===== src/rtl/npc_multicycle_ctrl_if.sv =====
// Handshake bundle between the NPC sequencer and its fetch / load-store units.
// Valid/ready rule for both request channels: the master raises *_req_valid
// (and lsu_we) and holds them unchanged until the cycle in which *_req_ready
// is also 1; that cycle is the transfer. *_rsp_valid is a one-cycle response
// strobe that the master only samples in its matching wait state.
interface npc_multicycle_ctrl_if;
  logic ifu_req_valid;
  logic ifu_req_ready;
  logic ifu_rsp_valid;
  logic lsu_req_valid;
  logic lsu_req_ready;
  logic lsu_rsp_valid;
  logic lsu_we;

  modport master (
    output ifu_req_valid, lsu_req_valid, lsu_we,
    input  ifu_req_ready, ifu_rsp_valid, lsu_req_ready, lsu_rsp_valid
  );

  modport slave (
    input  ifu_req_valid, lsu_req_valid, lsu_we,
    output ifu_req_ready, ifu_rsp_valid, lsu_req_ready, lsu_rsp_valid
  );
endinterface


===== src/rtl/npc_multicycle_ctrl.sv =====
// Multi-cycle sequencer for the NPC core: fetch, execute, memory, writeback.
// Counts retired instructions and sends the core to ERR when a request or
// wait state lingers for more than TIMEOUT cycles.
module npc_multicycle_ctrl #(
  parameter int CNT_W   = 32,
  parameter int TIMEOUT = 255
) (
  input  logic                  clk,
  input  logic                  rst,
  input  logic [6:0]            op,
  input  logic                  zero,
  npc_multicycle_ctrl_if.master bus,
  output logic                  ir_we,
  output logic                  pc_we,
  output logic                  pc_sel,
  output logic                  rf_we,
  output logic [2:0]            state,
  output logic [CNT_W-1:0]      retired,
  output logic                  trap,
  output logic                  err
);

  localparam int TMO_W = $clog2(TIMEOUT + 1);
  localparam logic [TMO_W-1:0] TMO_MAX = TMO_W'(TIMEOUT);

  typedef enum logic [2:0] {
    S_IF_REQ   = 3'd0,
    S_IF_WAIT  = 3'd1,
    S_EX       = 3'd2,
    S_MEM_REQ  = 3'd3,
    S_MEM_WAIT = 3'd4,
    S_WB       = 3'd5,
    S_HALT     = 3'd6,
    S_ERR      = 3'd7
  } state_t;

  state_t            state_q, state_d;
  logic [TMO_W-1:0]  tmo_q, tmo_d;
  logic [CNT_W-1:0]  retired_q;

  logic ifu_v, lsu_v, lsu_we_c;
  logic ir_we_c, pc_we_c, pc_sel_c, rf_we_c;
  logic retire_inc;
  logic wait_st;   // state waits on an external handshake and is timed
  logic hs;        // exit handshake of the current wait state
  logic is_store;

  assign is_store = (op == 7'd35);

  // Next-state decode, Mealy strobes and timeout escape.
  always_comb begin
    state_d    = state_q;
    ifu_v      = 1'b0;
    lsu_v      = 1'b0;
    lsu_we_c   = 1'b0;
    ir_we_c    = 1'b0;
    pc_we_c    = 1'b0;
    pc_sel_c   = 1'b0;
    rf_we_c    = 1'b0;
    retire_inc = 1'b0;
    wait_st    = 1'b0;
    hs         = 1'b0;
    case (state_q)
      S_IF_REQ: begin
        ifu_v   = 1'b1;
        wait_st = 1'b1;
        hs      = bus.ifu_req_ready;
        if (hs) state_d = S_IF_WAIT;
      end
      S_IF_WAIT: begin
        wait_st = 1'b1;
        hs      = bus.ifu_rsp_valid;
        if (hs) begin
          ir_we_c = 1'b1;
          state_d = S_EX;
        end
      end
      S_EX: begin
        case (op)
          7'd3, 7'd35: state_d = S_MEM_REQ;
          7'd51, 7'd19, 7'd23, 7'd111, 7'd103: state_d = S_WB;
          7'd99: begin
            // Branches resolve here and never visit WB.
            pc_we_c    = 1'b1;
            pc_sel_c   = zero;
            retire_inc = 1'b1;
            state_d    = S_IF_REQ;
          end
          7'd115:  state_d = S_HALT;
          default: state_d = S_ERR;
        endcase
      end
      S_MEM_REQ: begin
        lsu_v    = 1'b1;
        lsu_we_c = is_store;
        wait_st  = 1'b1;
        hs       = bus.lsu_req_ready;
        if (hs) state_d = S_MEM_WAIT;
      end
      S_MEM_WAIT: begin
        wait_st = 1'b1;
        hs      = bus.lsu_rsp_valid;
        if (hs) begin
          if (is_store) begin
            pc_we_c    = 1'b1;
            retire_inc = 1'b1;
            state_d    = S_IF_REQ;
          end else begin
            state_d = S_WB;
          end
        end
      end
      S_WB: begin
        rf_we_c    = 1'b1;
        pc_we_c    = 1'b1;
        pc_sel_c   = (op == 7'd111) || (op == 7'd103);
        retire_inc = 1'b1;
        state_d    = S_IF_REQ;
      end
      default: state_d = state_q;  // HALT and ERR hold until reset
    endcase

    // A handshake in the last allowed cycle still wins.
    if (wait_st && !hs && (tmo_q == TMO_MAX)) state_d = S_ERR;

    if (state_d != state_q) tmo_d = '0;
    else if (wait_st)       tmo_d = tmo_q + 1'b1;
    else                    tmo_d = tmo_q;
  end

  // State, timeout counter and retired counter registers.
  always_ff @(posedge clk) begin
    if (rst) begin
      state_q   <= S_IF_REQ;
      tmo_q     <= '0;
      retired_q <= '0;
    end else begin
      state_q <= state_d;
      tmo_q   <= tmo_d;
      if (retire_inc) retired_q <= retired_q + 1'b1;
    end
  end

  // Outputs are held low while reset is asserted so nothing leaks on the reset edge.
  assign bus.ifu_req_valid = ifu_v & ~rst;
  assign bus.lsu_req_valid = lsu_v & ~rst;
  assign bus.lsu_we        = lsu_we_c & ~rst;
  assign ir_we             = ir_we_c & ~rst;
  assign pc_we             = pc_we_c & ~rst;
  assign pc_sel            = pc_sel_c & ~rst;
  assign rf_we             = rf_we_c & ~rst;
  assign trap              = (state_q == S_HALT) & ~rst;
  assign err               = (state_q == S_ERR) & ~rst;
  assign state             = state_q;
  assign retired           = retired_q;

endmodule


===== src/flat_wrapper.sv =====
// flat-port wrapper written by rule: the top's interface ports become plain ports
module npc_multicycle_ctrl_flat 
#(
  parameter int CNT_W   = 32,
  parameter int TIMEOUT = 255
)
  (clk, rst, op, zero, ir_we, pc_we, pc_sel, rf_we, state, retired, trap, err, bus_ifu_req_valid, bus_lsu_req_valid, bus_lsu_we, bus_ifu_req_ready, bus_ifu_rsp_valid, bus_lsu_req_ready, bus_lsu_rsp_valid);
  npc_multicycle_ctrl_if bus_i ();
  input  logic clk;
  input  logic rst;
  input  logic [6:0] op;
  input  logic zero;
  output logic ir_we;
  output logic pc_we;
  output logic pc_sel;
  output logic rf_we;
  output logic [2:0] state;
  output logic [CNT_W-1:0] retired;
  output logic trap;
  output logic err;
  output wire logic [$bits(bus_i.ifu_req_valid)-1:0] bus_ifu_req_valid;
  output wire logic [$bits(bus_i.lsu_req_valid)-1:0] bus_lsu_req_valid;
  output wire logic [$bits(bus_i.lsu_we)-1:0] bus_lsu_we;
  input wire logic [$bits(bus_i.ifu_req_ready)-1:0] bus_ifu_req_ready;
  input wire logic [$bits(bus_i.ifu_rsp_valid)-1:0] bus_ifu_rsp_valid;
  input wire logic [$bits(bus_i.lsu_req_ready)-1:0] bus_lsu_req_ready;
  input wire logic [$bits(bus_i.lsu_rsp_valid)-1:0] bus_lsu_rsp_valid;
  assign bus_ifu_req_valid = bus_i.ifu_req_valid;
  assign bus_lsu_req_valid = bus_i.lsu_req_valid;
  assign bus_lsu_we = bus_i.lsu_we;
  assign bus_i.ifu_req_ready = bus_ifu_req_ready;
  assign bus_i.ifu_rsp_valid = bus_ifu_rsp_valid;
  assign bus_i.lsu_req_ready = bus_lsu_req_ready;
  assign bus_i.lsu_rsp_valid = bus_lsu_rsp_valid;
  npc_multicycle_ctrl #(.CNT_W(CNT_W), .TIMEOUT(TIMEOUT)) u_core (.clk(clk), .rst(rst), .op(op), .zero(zero), .bus(bus_i), .ir_we(ir_we), .pc_we(pc_we), .pc_sel(pc_sel), .rf_we(rf_we), .state(state), .retired(retired), .trap(trap), .err(err));
endmodule

===== config.mk =====
export PLATFORM = sky130hd
export DESIGN_NAME = npc_multicycle_ctrl_flat
export DESIGN_NICKNAME = d
export VERILOG_FILES = /design/src/rtl/npc_multicycle_ctrl_if.sv /design/src/rtl/npc_multicycle_ctrl.sv /design/src/flat_wrapper.sv
export SDC_FILE = /design/constraint.sdc
export NUM_CORES = 1
export LEC_CHECK = 0
export ABC_AREA = 1
export BUFFER_PORTS_ARGS = -buffer_cell sky130_fd_sc_hd__buf_2
export CORE_ASPECT_RATIO = 0.6
export CORE_MARGIN = 10
export CORE_UTILIZATION = 50
export DETAILED_ROUTE_END_ITERATION = 12
export PLACE_DENSITY_LB_ADDON = 0.08
export SLEW_MARGIN = 5
export SYNTH_ARGS = -nofsm -noshare
export SYNTH_HDL_FRONTEND = slang
export SYNTH_SLANG_ARGS = --single-unit

===== constraint.sdc =====
create_clock -name clk -period 1.5 [get_ports clk]
set_input_delay 0.225 -clock clk [delete_from_list [all_inputs] [get_ports clk]]
set_output_delay 0.225 -clock clk [all_outputs]
set_load 0.03 [all_outputs]

==> flow_summary.json <==
{
  "seq_area_sq_um": 895,
  "avgSynthCellArea_sq_um": 6.36,
  "top_level_ports": 58,
  "num_antenna_cells": 0,
  "yosysSeqAreaShare_pct": 30.1,
  "post-route-period-util_pct": 122,
  "endpoint_kind": "flip-flop",
  "multi_input_area_sq_um": 2050,
  "grt_max_degree": 19,
  "num_vias": 3762,
  "clock-sinks": 43,
  "drc": 0,
  "syn_inst": 450,
  "violations": "negative setup slack",
  "final_core_util_pct": 82.5,
  "p_leak_nw": 2.12,
  "slowest_delay_ns": 0.39,
  "max_cap_viol_count": 0,
  "min_path_type": "in2reg",
  "setup_slack_ns": -0.324,
  "clockBufferDepth": 2,
  "final_antenna_net_count": 0,
  "hold_viol_final": 0,
  "synth_seq_cells": 43,
  "grt_pass1_vias": 3471,
  "syn_to_final_growth_pct": 60.4,
  "syn_nets": 466,
  "grt_usage_pct": 22.0,
  "core_area_sq_um": 5570,
  "cts_tree": "yes",
  "numCtsBuffers": 5,
  "cts.clk_slew.worst_paths_ns": 0.09,
  "min_path_cells": 2,
  "initial_core_util_pct": 51.4,
  "layout_common_cells": "nand2_1, buf_4, nor2_1, buf_2, inv_1",
  "routed_wl_um": 11600,
  "fmax_mhz": 548,
  "die_y_um": 78.6,
  "drtIter0Drc": 455,
  "detail_route.vias_per_cell": 5.48,
  "crit_chain": "inv_6, nand2_8, nor2_4, nand3_2, o211ai_4, buf_12, buf_6, buf_12, buf_12, inv_8, nand2_1, a21oi_1",
  "r2r_cells": 12,
  "netlist_area_sq_um": 2860,
  "finalSetupViolCount": 49,
  "fillers": 388,
  "antenna_found_initial": 0,
  "rsz0062_at_grt": "yes",
  "worst-path-max-fanout": 9,
  "nets": 621,
  "grt_overflow": 0,
  "crit_path_frequent_cell": "buf_12",
  "hpwl_um": 7620,
  "die-width_um": 118,
  "critPathKind": "reg2reg",
  "ys_types": 37,
  "drive_above_1_share_pct": 45.9,
  "grt_pass1_wl_um": 17200,
  "required_ns": 1.68,
  "crit_path_top_delay_cell": "dfxtp_4",
  "drt_pre_antenna_iters": 5,
  "min_period_ns": 1.82,
  "ctsRootBufferMaster": "clkbuf_8",
  "critPathArrivalTime_ns": 2.00,
  "gp_congestion": 0.958,
  "rows": 21,
  "wl_per_cell_um": 16.9,
  "dieArea_sq_um": 9250,
  "fin_tns_setup_ns": -9.73,
  "h-tree-depth": 2,
  "yosysWarnings": 0,
  "ir_drop_mv": 0.624,
  "insertion_delay_ns": 0.31,
  "status": "finished with violations",
  "power_density_nw_per_um2": 714,
  "cts_hold_buf": 0,
  "final_common_cell": "nand2_1",
  "io_buffers": 57,
  "slew_headroom_pct": 71.6,
  "start_kind": "flip-flop",
  "place_ws_ns": -0.214,
  "hold_ws_ns": 0.343,
  "final_max_slew_viol_count": 0,
  "tightestPinTransition_ns": 0.424,
  "fin_skew_ns": 0.0138,
  "p_total_mw": 3.28
}
[Yosys cell counts]
cell type  number  area [sq um]
nor2_4          1          11.3
nor2_2          5          31.3
nor3_1         11          55.1
inv_4           1          6.26
a21oi_1        31           155
o21bai_1        1          7.51
buf_2           1          5.00
nor3_2          3          30.0
o211ai_4        1          21.3
ha_1            2          25.0
nand2_2         3          18.8
nand3b_1        3          22.5
inv_1          42           158
mux2i_1         1          10.0
o21ai_1         3          15.0
nor4_1          1          6.26
xor2_1         12           105
nand3_4         1          17.5
nor4_2          2          25.0
and3_1          4          25.0
nand3_2         1          10.0
nand4_1        16           100
nand2_1       123           462
clkbuf_1        4          15.0
a31oi_1         4          25.0
o21ai_0         2          10.0
or2_2           2          12.5
nand3_1        31           155
buf_6           3          33.8
buf_1           1          3.75
inv_2           4          15.0
xnor2_1        12           105
nor2_1         70           263
buf_4           3          22.5
nand2_4         1          11.3
nor3b_1         1          7.51
dfxtp_1        43           861
[registers in the layout, indices dropped and copies added (netlist names)]
name,flops
u_core.retired,32
u_core.tmo_q,8
u_core.state,3
[what timing repair did]
action                                  CTS  global route
cloned                                    2             1
endpoints found under the setup margin   43            51
setup buffers                            11             8
pin swaps                                15            13
gates resized for setup                  43            63
[worst max-delay path, delay by kind of cell (launching register included)]
family                 cells  cell delay [ns]
AOI/OAI and AO/OA          2             0.19
buffers and inverters      6             0.69
DFF                        1             0.39
and+or+nand+nor            4             0.41
[cell families (layout without fill, tap and decap cells)]
logic type,Yosys count,after routing,synth area share [%]
AOI/OAI and AO/OA,42,42,8.17
DFF,43,43,30.1
buffers and inverters,59,215,9.05
xor gates and xnor gates,24,24,7.34
muxes,1,1,0.350
and+or+nand+nor,279,279,44.1
adders and majority gates,2,2,0.874
[per-stage QoR]
stage,cells,cell area [sq um]
floorplan,450,3010
global placement,657,3930
detailed placement,657,3930
CTS,678,4330
global route,686,4590
finish,686,4590
[power by group]
part,internal (mW),leakage [nW],switching (mW)
Sequential,1.18,0.358,0.0510
Clock,0.599,0.0669,0.454
Combinational,0.444,1.69,0.552
Total,2.22,2.12,1.06
[worst paths after layout]
check	startpoint	endpoint	slack (ns)
worst max-delay path	u_core.state[0]	u_core.retired[7]	-0.32
worst min-delay path	rst	u_core.state[2]	0.34
worst max register to register	u_core.state[0]	u_core.retired[7]	-0.32
worst min register to register	u_core.retired[31]	u_core.retired[31]	0.51
[final cells by class]
cell class	instances	share of cell area, %
repair inverters	1	0.245
inverters	47	4.47
clock buffers	6	2.04
repair buffers	159	26.3
flip-flops and latches	43	19.5
well taps	80	2.18
clock inverters	2	0.790
multi-input cells	348	44.5
[per-layer routing]
| layer | track usage [%] | wire, um | vias to the layer above |
|---|---|---|---|
| met4 | 5.41 | 287 | 0 |
| li1 | - | - | 1763 |
| met2 | 32.2 | 5030 | 233 |
| met3 | 7.36 | 1380 | 40 |
| met1 | 30.4 | 4920 | 1726 |
| met5 | 0 | 0 | - |
Note: power is estimated with default switching activity, not from simulation.
